$ cat src/rtl/pe_pkg.sv
// Shared definitions for the systolic MAC processing element:
// FSM state type, default widths and accumulator limit helper.
package pe_pkg;

   typedef enum logic {
      IDLE = 1'b0,
      ACC  = 1'b1
   } pe_state_e;

   localparam int DEF_DATA_WIDTH = 32;
   localparam int DEF_ACC_WIDTH  = 72;

   // Widest accumulator the limit helper can describe.
   localparam int LIM_W = 256;

   // Bit pattern of the largest (want_max=1) or smallest (want_max=0)
   // value representable in 'width' bits, signed or unsigned.
   // Bits above 'width' are zero; callers slice the low bits.
   function automatic logic [LIM_W-1:0] acc_limit(input int width, input bit sgn,
                                                  input bit want_max);
      logic [LIM_W-1:0] v;
      v = '0;
      for (int i = 0; i < LIM_W; i++) begin
         if (i < width) begin
            if (sgn && (i == width - 1)) v[i] = !want_max;
            else                         v[i] = want_max;
         end
      end
      return v;
   endfunction

endpackage

$ cat src/rtl/pe_acc_add.sv
// Accumulator adder: base + prod truncated to ACC_WIDTH, with overflow
// detection. Optional macro PE_SATURATE_EN clamps the sum on overflow and
// holds the clamp for the rest of the product; otherwise the sum wraps.
module pe_acc_add
   import pe_pkg::*;
#(
   parameter int ACC_WIDTH = DEF_ACC_WIDTH,
   parameter int SIGNED    = 1
) (
   input  logic [ACC_WIDTH-1:0] base,
   input  logic [ACC_WIDTH-1:0] prod,
   input  logic                 hold,
   output logic [ACC_WIDTH-1:0] sum,
   output logic                 ovf_now
);

   localparam int MSB = ACC_WIDTH - 1;

   logic [ACC_WIDTH:0]   wide;
   logic [ACC_WIDTH-1:0] raw;

   assign wide = {1'b0, base} + {1'b0, prod};
   assign raw  = wide[ACC_WIDTH-1:0];

   generate
      if (SIGNED != 0) begin : g_ovf_s
         // Operands agree in sign but the result does not.
         assign ovf_now = (base[MSB] == prod[MSB]) && (raw[MSB] != base[MSB]);
      end else begin : g_ovf_u
         assign ovf_now = wide[ACC_WIDTH];
      end
   endgenerate

`ifdef PE_SATURATE_EN
   localparam logic [LIM_W-1:0] LMAX_W = acc_limit(ACC_WIDTH, SIGNED != 0, 1'b1);
   localparam logic [LIM_W-1:0] LMIN_W = acc_limit(ACC_WIDTH, SIGNED != 0, 1'b0);
   localparam logic [ACC_WIDTH-1:0] LMAX = LMAX_W[ACC_WIDTH-1:0];
   localparam logic [ACC_WIDTH-1:0] LMIN = LMIN_W[ACC_WIDTH-1:0];

   logic [ACC_WIDTH-1:0] clamp;

   // Signed overflow direction follows the product sign; unsigned only
   // overflows upward.
   assign clamp = ((SIGNED != 0) && prod[MSB]) ? LMIN : LMAX;

   // Once clamped, the product stays pinned at its clamp value.
   always_comb begin
      sum = raw;
      if (hold)         sum = base;
      else if (ovf_now) sum = clamp;
   end
`else
   logic unused_hold;
   assign unused_hold = hold;
   assign sum = raw;
`endif

endmodule

$ cat src/rtl/pe_mac_pipe.sv
// Systolic processing element: 2-stage multiply/accumulate with clear/last
// framing, sticky per-product overflow and 1-cycle operand forwarding.
// Optional macro PE_SATURATE_EN selects saturating accumulation.
module pe_mac_pipe
   import pe_pkg::*;
#(
   parameter int DATA_WIDTH = DEF_DATA_WIDTH,
   parameter int ACC_WIDTH  = DEF_ACC_WIDTH,
   parameter int SIGNED     = 1
) (
   input  logic                  clk_i,
   input  logic                  rst_ni,
   input  logic                  en_i,
   input  logic                  clear_i,
   input  logic                  last_i,
   input  logic [DATA_WIDTH-1:0] a_i,
   input  logic [DATA_WIDTH-1:0] b_i,
   output logic [DATA_WIDTH-1:0] a_o,
   output logic [DATA_WIDTH-1:0] b_o,
   output logic                  valid_o,
   output logic                  clear_o,
   output logic                  last_o,
   output logic [ACC_WIDTH-1:0]  res_o,
   output logic                  res_valid_o,
   output logic                  overflow_o
);

   localparam int PW = 2 * DATA_WIDTH;

   logic [ACC_WIDTH-1:0] prod_ext;

   // Full-width product, extended to the accumulator according to mode.
   generate
      if (SIGNED != 0) begin : g_mul_s
         logic signed [PW-1:0] as, bs, pm;
         assign as       = PW'($signed(a_i));
         assign bs       = PW'($signed(b_i));
         assign pm       = as * bs;
         assign prod_ext = ACC_WIDTH'(pm);
      end else begin : g_mul_u
         logic [PW-1:0] au, bu, pm;
         assign au       = PW'(a_i);
         assign bu       = PW'(b_i);
         assign pm       = au * bu;
         assign prod_ext = ACC_WIDTH'(pm);
      end
   endgenerate

   // Stage 1 registers
   logic                 p_valid, p_clear, p_last;
   logic [ACC_WIDTH-1:0] prod;

   // Stage 2 state
   pe_state_e            state;
   logic [ACC_WIDTH-1:0] acc;
   logic                 ovf;

   logic                 start_new, hold, ovf_now, ovf_next;
   logic [ACC_WIDTH-1:0] base, sum;

   // Forward operands and framing to the neighbouring PEs.
   always_ff @(posedge clk_i or negedge rst_ni) begin
      if (!rst_ni) begin
         valid_o <= 1'b0;
         clear_o <= 1'b0;
         last_o  <= 1'b0;
         a_o     <= '0;
         b_o     <= '0;
      end else begin
         valid_o <= en_i;
         clear_o <= clear_i & en_i;
         last_o  <= last_i & en_i;
         if (en_i) begin
            a_o <= a_i;
            b_o <= b_i;
         end
      end
   end

   // Stage 1: register the product and its framing.
   always_ff @(posedge clk_i or negedge rst_ni) begin
      if (!rst_ni) begin
         p_valid <= 1'b0;
         p_clear <= 1'b0;
         p_last  <= 1'b0;
         prod    <= '0;
      end else begin
         p_valid <= en_i;
         p_clear <= clear_i & en_i;
         p_last  <= last_i & en_i;
         prod    <= prod_ext;
      end
   end

   // IDLE always opens a new product, even without an explicit clear.
   assign start_new = (state == IDLE) || p_clear;
   assign base      = start_new ? '0 : acc;
   assign hold      = ovf && !start_new;
   assign ovf_next  = (start_new ? 1'b0 : ovf) | ovf_now;

   pe_acc_add #(
      .ACC_WIDTH (ACC_WIDTH),
      .SIGNED    (SIGNED)
   ) u_add (
      .base    (base),
      .prod    (prod),
      .hold    (hold),
      .sum     (sum),
      .ovf_now (ovf_now)
   );

   // Stage 2: accumulate, track the product FSM and emit results.
   always_ff @(posedge clk_i or negedge rst_ni) begin
      if (!rst_ni) begin
         state       <= IDLE;
         acc         <= '0;
         ovf         <= 1'b0;
         res_o       <= '0;
         overflow_o  <= 1'b0;
         res_valid_o <= 1'b0;
      end else begin
         res_valid_o <= 1'b0;
         if (p_valid) begin
            if (p_last) begin
               res_o       <= sum;
               overflow_o  <= ovf_next;
               res_valid_o <= 1'b1;
               acc         <= '0;
               ovf         <= 1'b0;
               state       <= IDLE;
            end else begin
               acc   <= sum;
               ovf   <= ovf_next;
               state <= ACC;
            end
         end
      end
   end

endmodule

$ cat config.mk
export PLATFORM = sky130hd
export DESIGN_NAME = pe_mac_pipe
export DESIGN_NICKNAME = d
export VERILOG_FILES = /design/src/rtl/pe_pkg.sv /design/src/rtl/pe_acc_add.sv /design/src/rtl/pe_mac_pipe.sv
export SDC_FILE = /design/constraint.sdc
export NUM_CORES = 2
export LEC_CHECK = 0
export CAP_MARGIN = 40
export CORE_MARGIN = 2
export CORE_UTILIZATION = 65
export DETAILED_ROUTE_END_ITERATION = 7
export PLACE_DENSITY = 0.82
export REMOVE_ABC_BUFFERS = 1
export SYNTH_ARGS = -nofsm -noshare
export SYNTH_HDL_FRONTEND = slang
export SYNTH_SLANG_ARGS = --single-unit
$ cat constraint.sdc
create_clock -name clk_i -period 11.8 [get_ports clk_i]
set_clock_uncertainty 0.15 [all_clocks]
set_input_delay 3.54 -clock clk_i [delete_from_list [all_inputs] [get_ports clk_i]]
set_output_delay 3.54 -clock clk_i [all_outputs]
set_load 0.05 [all_outputs]
==> results by group <==
CTS
  • Post-CTS sizing: 0
  • CTS buffer count: 31
  • CTS H-tree depth: 1
  • Worst-Skew Late Latency: a little over 0.6 ns
  • CTS sink count: 279
  • Clock transition at path regs: ~0.060 ns
  • CTS tree: built
  • Post CTS Setup Buffer Count: 0
  • Clk buf depth: 3
  • Hold Buf Count CTS: 0
  • Root buf cell: clkbuf_16

Detailed routing
  • Final WL: 134600 µm
  • First-pass DRT Iterations: 6
  • Via Count: about 37k
  • Initial DRC Count: roughly 3.0k
  • Drc violations: 0
  • Routed len/inst: about 21 µm
  • Vias per cell: a little under 6
  • Final ANT Viol Nets: 0

Worst setup path
  • Reg2Reg Depth: 16
  • Crit path from: a_i[11]
  • Reg2reg start: p_clear
  • Setup CP Type: in2reg
  • Type of origin of the critical path: input pin
  • Arr. time, crit path: 11.78 ns
  • Worst R2R End: acc[52]
  • CP max stage delay: between 0.6 and 0.7 ns
  • Worst Setup End Kind: flip-flop
  • Crit Path Max Fanout: 15
  • Worst setup endpoint: prod[61]
  • WP depth: 25
  • Delay-heaviest family, CP: adder cells
  • R2R setup slack: ~6.7 ns
  • Req. time, crit path: 12.07 ns
  • Crit path top cell by count: fa_1
  • Worst Path Buf+Inv: 5
  • Worst-path cell with the longest stage delay: clkdlybuf4s50_1

Floorplanning
  • Die area: between 70000 and 80000 µm²
  • Core Region: around 76000 µm²
  • Num ports: 210
  • Rows: 101
  • Die span in x: around 280 µm
  • Initial core utilization: 0.6583
  • Die Height: 281.8 µm

Synthesis
  • Synthesized flop and latch total: approximately 280
  • Asr flop ratio synth: 1.000
  • Mapped cell area: roughly 50000 µm²
  • Number of synthesized flops with an enable pin: 0
  • Top post-synthesis cells by area: fa_1, dfrtp_1, inv_1
  • Synth cell types: 72
  • Gate count after technology mapping: between 5k and 6k
  • Synth Flop Type: dfrtp_1
  • Synthesis warning total: 0
  • Register area share after synthesis: 0.1392
  • Cell taking the most area after synthesis: fa_1
  • Synth top area share: 0.4322
  • Syn Area/Cell: between 9 and 10 µm²
  • Count leader, synth: fa_1
  • Most frequent cells after synthesis: fa_1, inv_1, nand2_1

Layout
  • Layout Utilization: 0.7248
  • Synthesis-to-layout area growth: 10.09%
  • Nets@finish: between 6k and 7k
  • Layout cells sized above 1: 0.05560
  • Fillers: between 5k and 6k
  • Antenna Cells: 0

Job
  • Max_cap viols: 0

Global routing
  • First-pass GRT wire length: approximately 220000 µm
  • Overflow after GRT: 0
  • Pin count of the biggest net entering global routing: 77
  • Tot GR Track Use: 0.3575
  • Vias in the first global route: between 40k and 50k
  • Initial antenna violation count: 0

Timing
  • Final TNS setup: 0 ns
  • Slew margin rel.: 0.4490
  • Hold Vio Cnt, Final: 0
  • Unrepaired setup endpoints after global routing: no
  • Crit share post-route: 0.9749
  • Period minus WS final: 11.50 ns
  • Actual slew at the worst max-slew pin: slightly above 0.8 ns
  • Final slew viol count: 0
  • Maximum clock rate: slightly below 90 MHz
  • Final setup violation count: 0
  • WHS: approximately 0.33 ns

Placed design
  • DP HPWL: between 100000 and 150000 µm
  • PortBufs: between 200 and 250
  • RePlAce Congestion: about 0.97

Worst hold path
  • Hold WC Path Type: reg2reg
  • HP Start: res_o[45]

Status
  • Status: complete, no violations
==> cells by family (layout without fill, tap and decap cells) <==
family | count (synthesis) | after routing | share of synthesized area
AO/OA/AOI/OAI | 612 | 612 | 0.08014
AND/OR/NAND/NOR | 1471 | 1471 | 0.1478
multiplexers | 67 | 67 | 0.01504
flip-flops | 279 | 279 | 0.1392
buffers and inverters | 1291 | 1412 | 0.09675
adder cells (fa/ha/maj) | 1338 | 1338 | 0.4958
XOR/XNOR | 145 | 145 | 0.02532
==> flip-flops by register name, summed over array words and instances, names as in the netlist, 32 cells and up <==
name,flops
b_o,32
res_o,72
a_o,32
prod,64
acc,72
==> metrics by stage <==
step	std cells	instance area, µm²	setup WS (ns)
after floorplan	4907	49050	1.050
after global routing	6354	55230	0.03538
after CTS	6354	55230	0.4385
final	6354	55230	0.2967
after global placement	6296	54060	0.008032
after detailed placement	6299	54140	-0.1450
==> cell type report <==
| type | instances | area [µm²] | share of cell area |
|---|---|---|---|
| Clock buffer | 41 | 873.3 | 0.01581 |
| Tap cell | 1030 | 1289 | 0.02333 |
| Clock inverter | 14 | 217.7 | 0.003942 |
| Timing Repair Buffer | 362 | 3784 | 0.06851 |
| Multi-Input combinational cell | 3633 | 38350 | 0.6944 |
| Sequential cell | 279 | 6982 | 0.1264 |
| Inverter | 995 | 3735 | 0.06763 |
==> worst min-delay path by stage <==
stage                endpoint  slack, ns  cells past startpoint
finish              res_o[45]       0.33                      2
global route          acc[31]       0.34                      1
CTS                 res_o[45]       0.33                      2
detailed placement    acc[66]       0.32                      1
global placement    res_o[19]       0.31                      2
floorplan             acc[10]       0.30                      1
==> routing by layer <==
| layer | vias to the layer above | GRT usage | wire [µm] |
|---|---|---|---|
| li1 | 15944 | - | - |
| met1 | 18882 | 0.4742 | 51110 |
| met2 | 1898 | 0.5802 | 63250 |
| met3 | 454 | 0.07557 | 13930 |
| met4 | 0 | 0.1431 | 6277 |
| met5 | - | 0 | 0 |
==> worst register-to-register path: cells and delay by family, from the launching register on <==
kind | cells | cell delay, ns
AOI/OAI and AO/OA | 9 | 2.53
adders and majority gates | 2 | 0.47
and+or+nand+nor | 3 | 0.44
DFF | 1 | 0.40
xor gates and xnor gates | 1 | 0.38
buffers and inverters | 1 | 0.55
==> layout by cell type, fill, tap and decap left out, drive strengths merged, types with 4 or more instances in the layout <==
master         netlist  routed
a21o                90      90
o31ai                8       8
o21bai              31      31
fa                1083    1083
nor3                17      17
o21a                22      22
nor2                67      67
bufinv               0       5
nand3b               4       4
o211ai               8       8
a41oi                5       5
nand2              635     635
buf                  5     155
and4                 4       4
o2bb2ai             68      68
xnor2               97      97
and2               591     591
o41ai                4       4
a211oi              12      12
o221ai               4       4
a21boi               7       7
a21oi              153     153
a221oi               4       4
a221o                5       5
and3                16      16
clkdlybuf4s50        0     207
nor4                 5       5
clkbuf             291      41
ha                 255     255
o21ai              154     154
mux2                67      67
xor2                48      48
clkinv               1       4
nor2b               41      41
dfrtp              279     279
nand4               31      31
inv                994     999
a31oi               11      11
nand2b              20      20
nand3               31      31
Power is left out: the tool's default activity adds up to more than one toggle a clock period on the data nets, which glitch-free logic cannot reach.
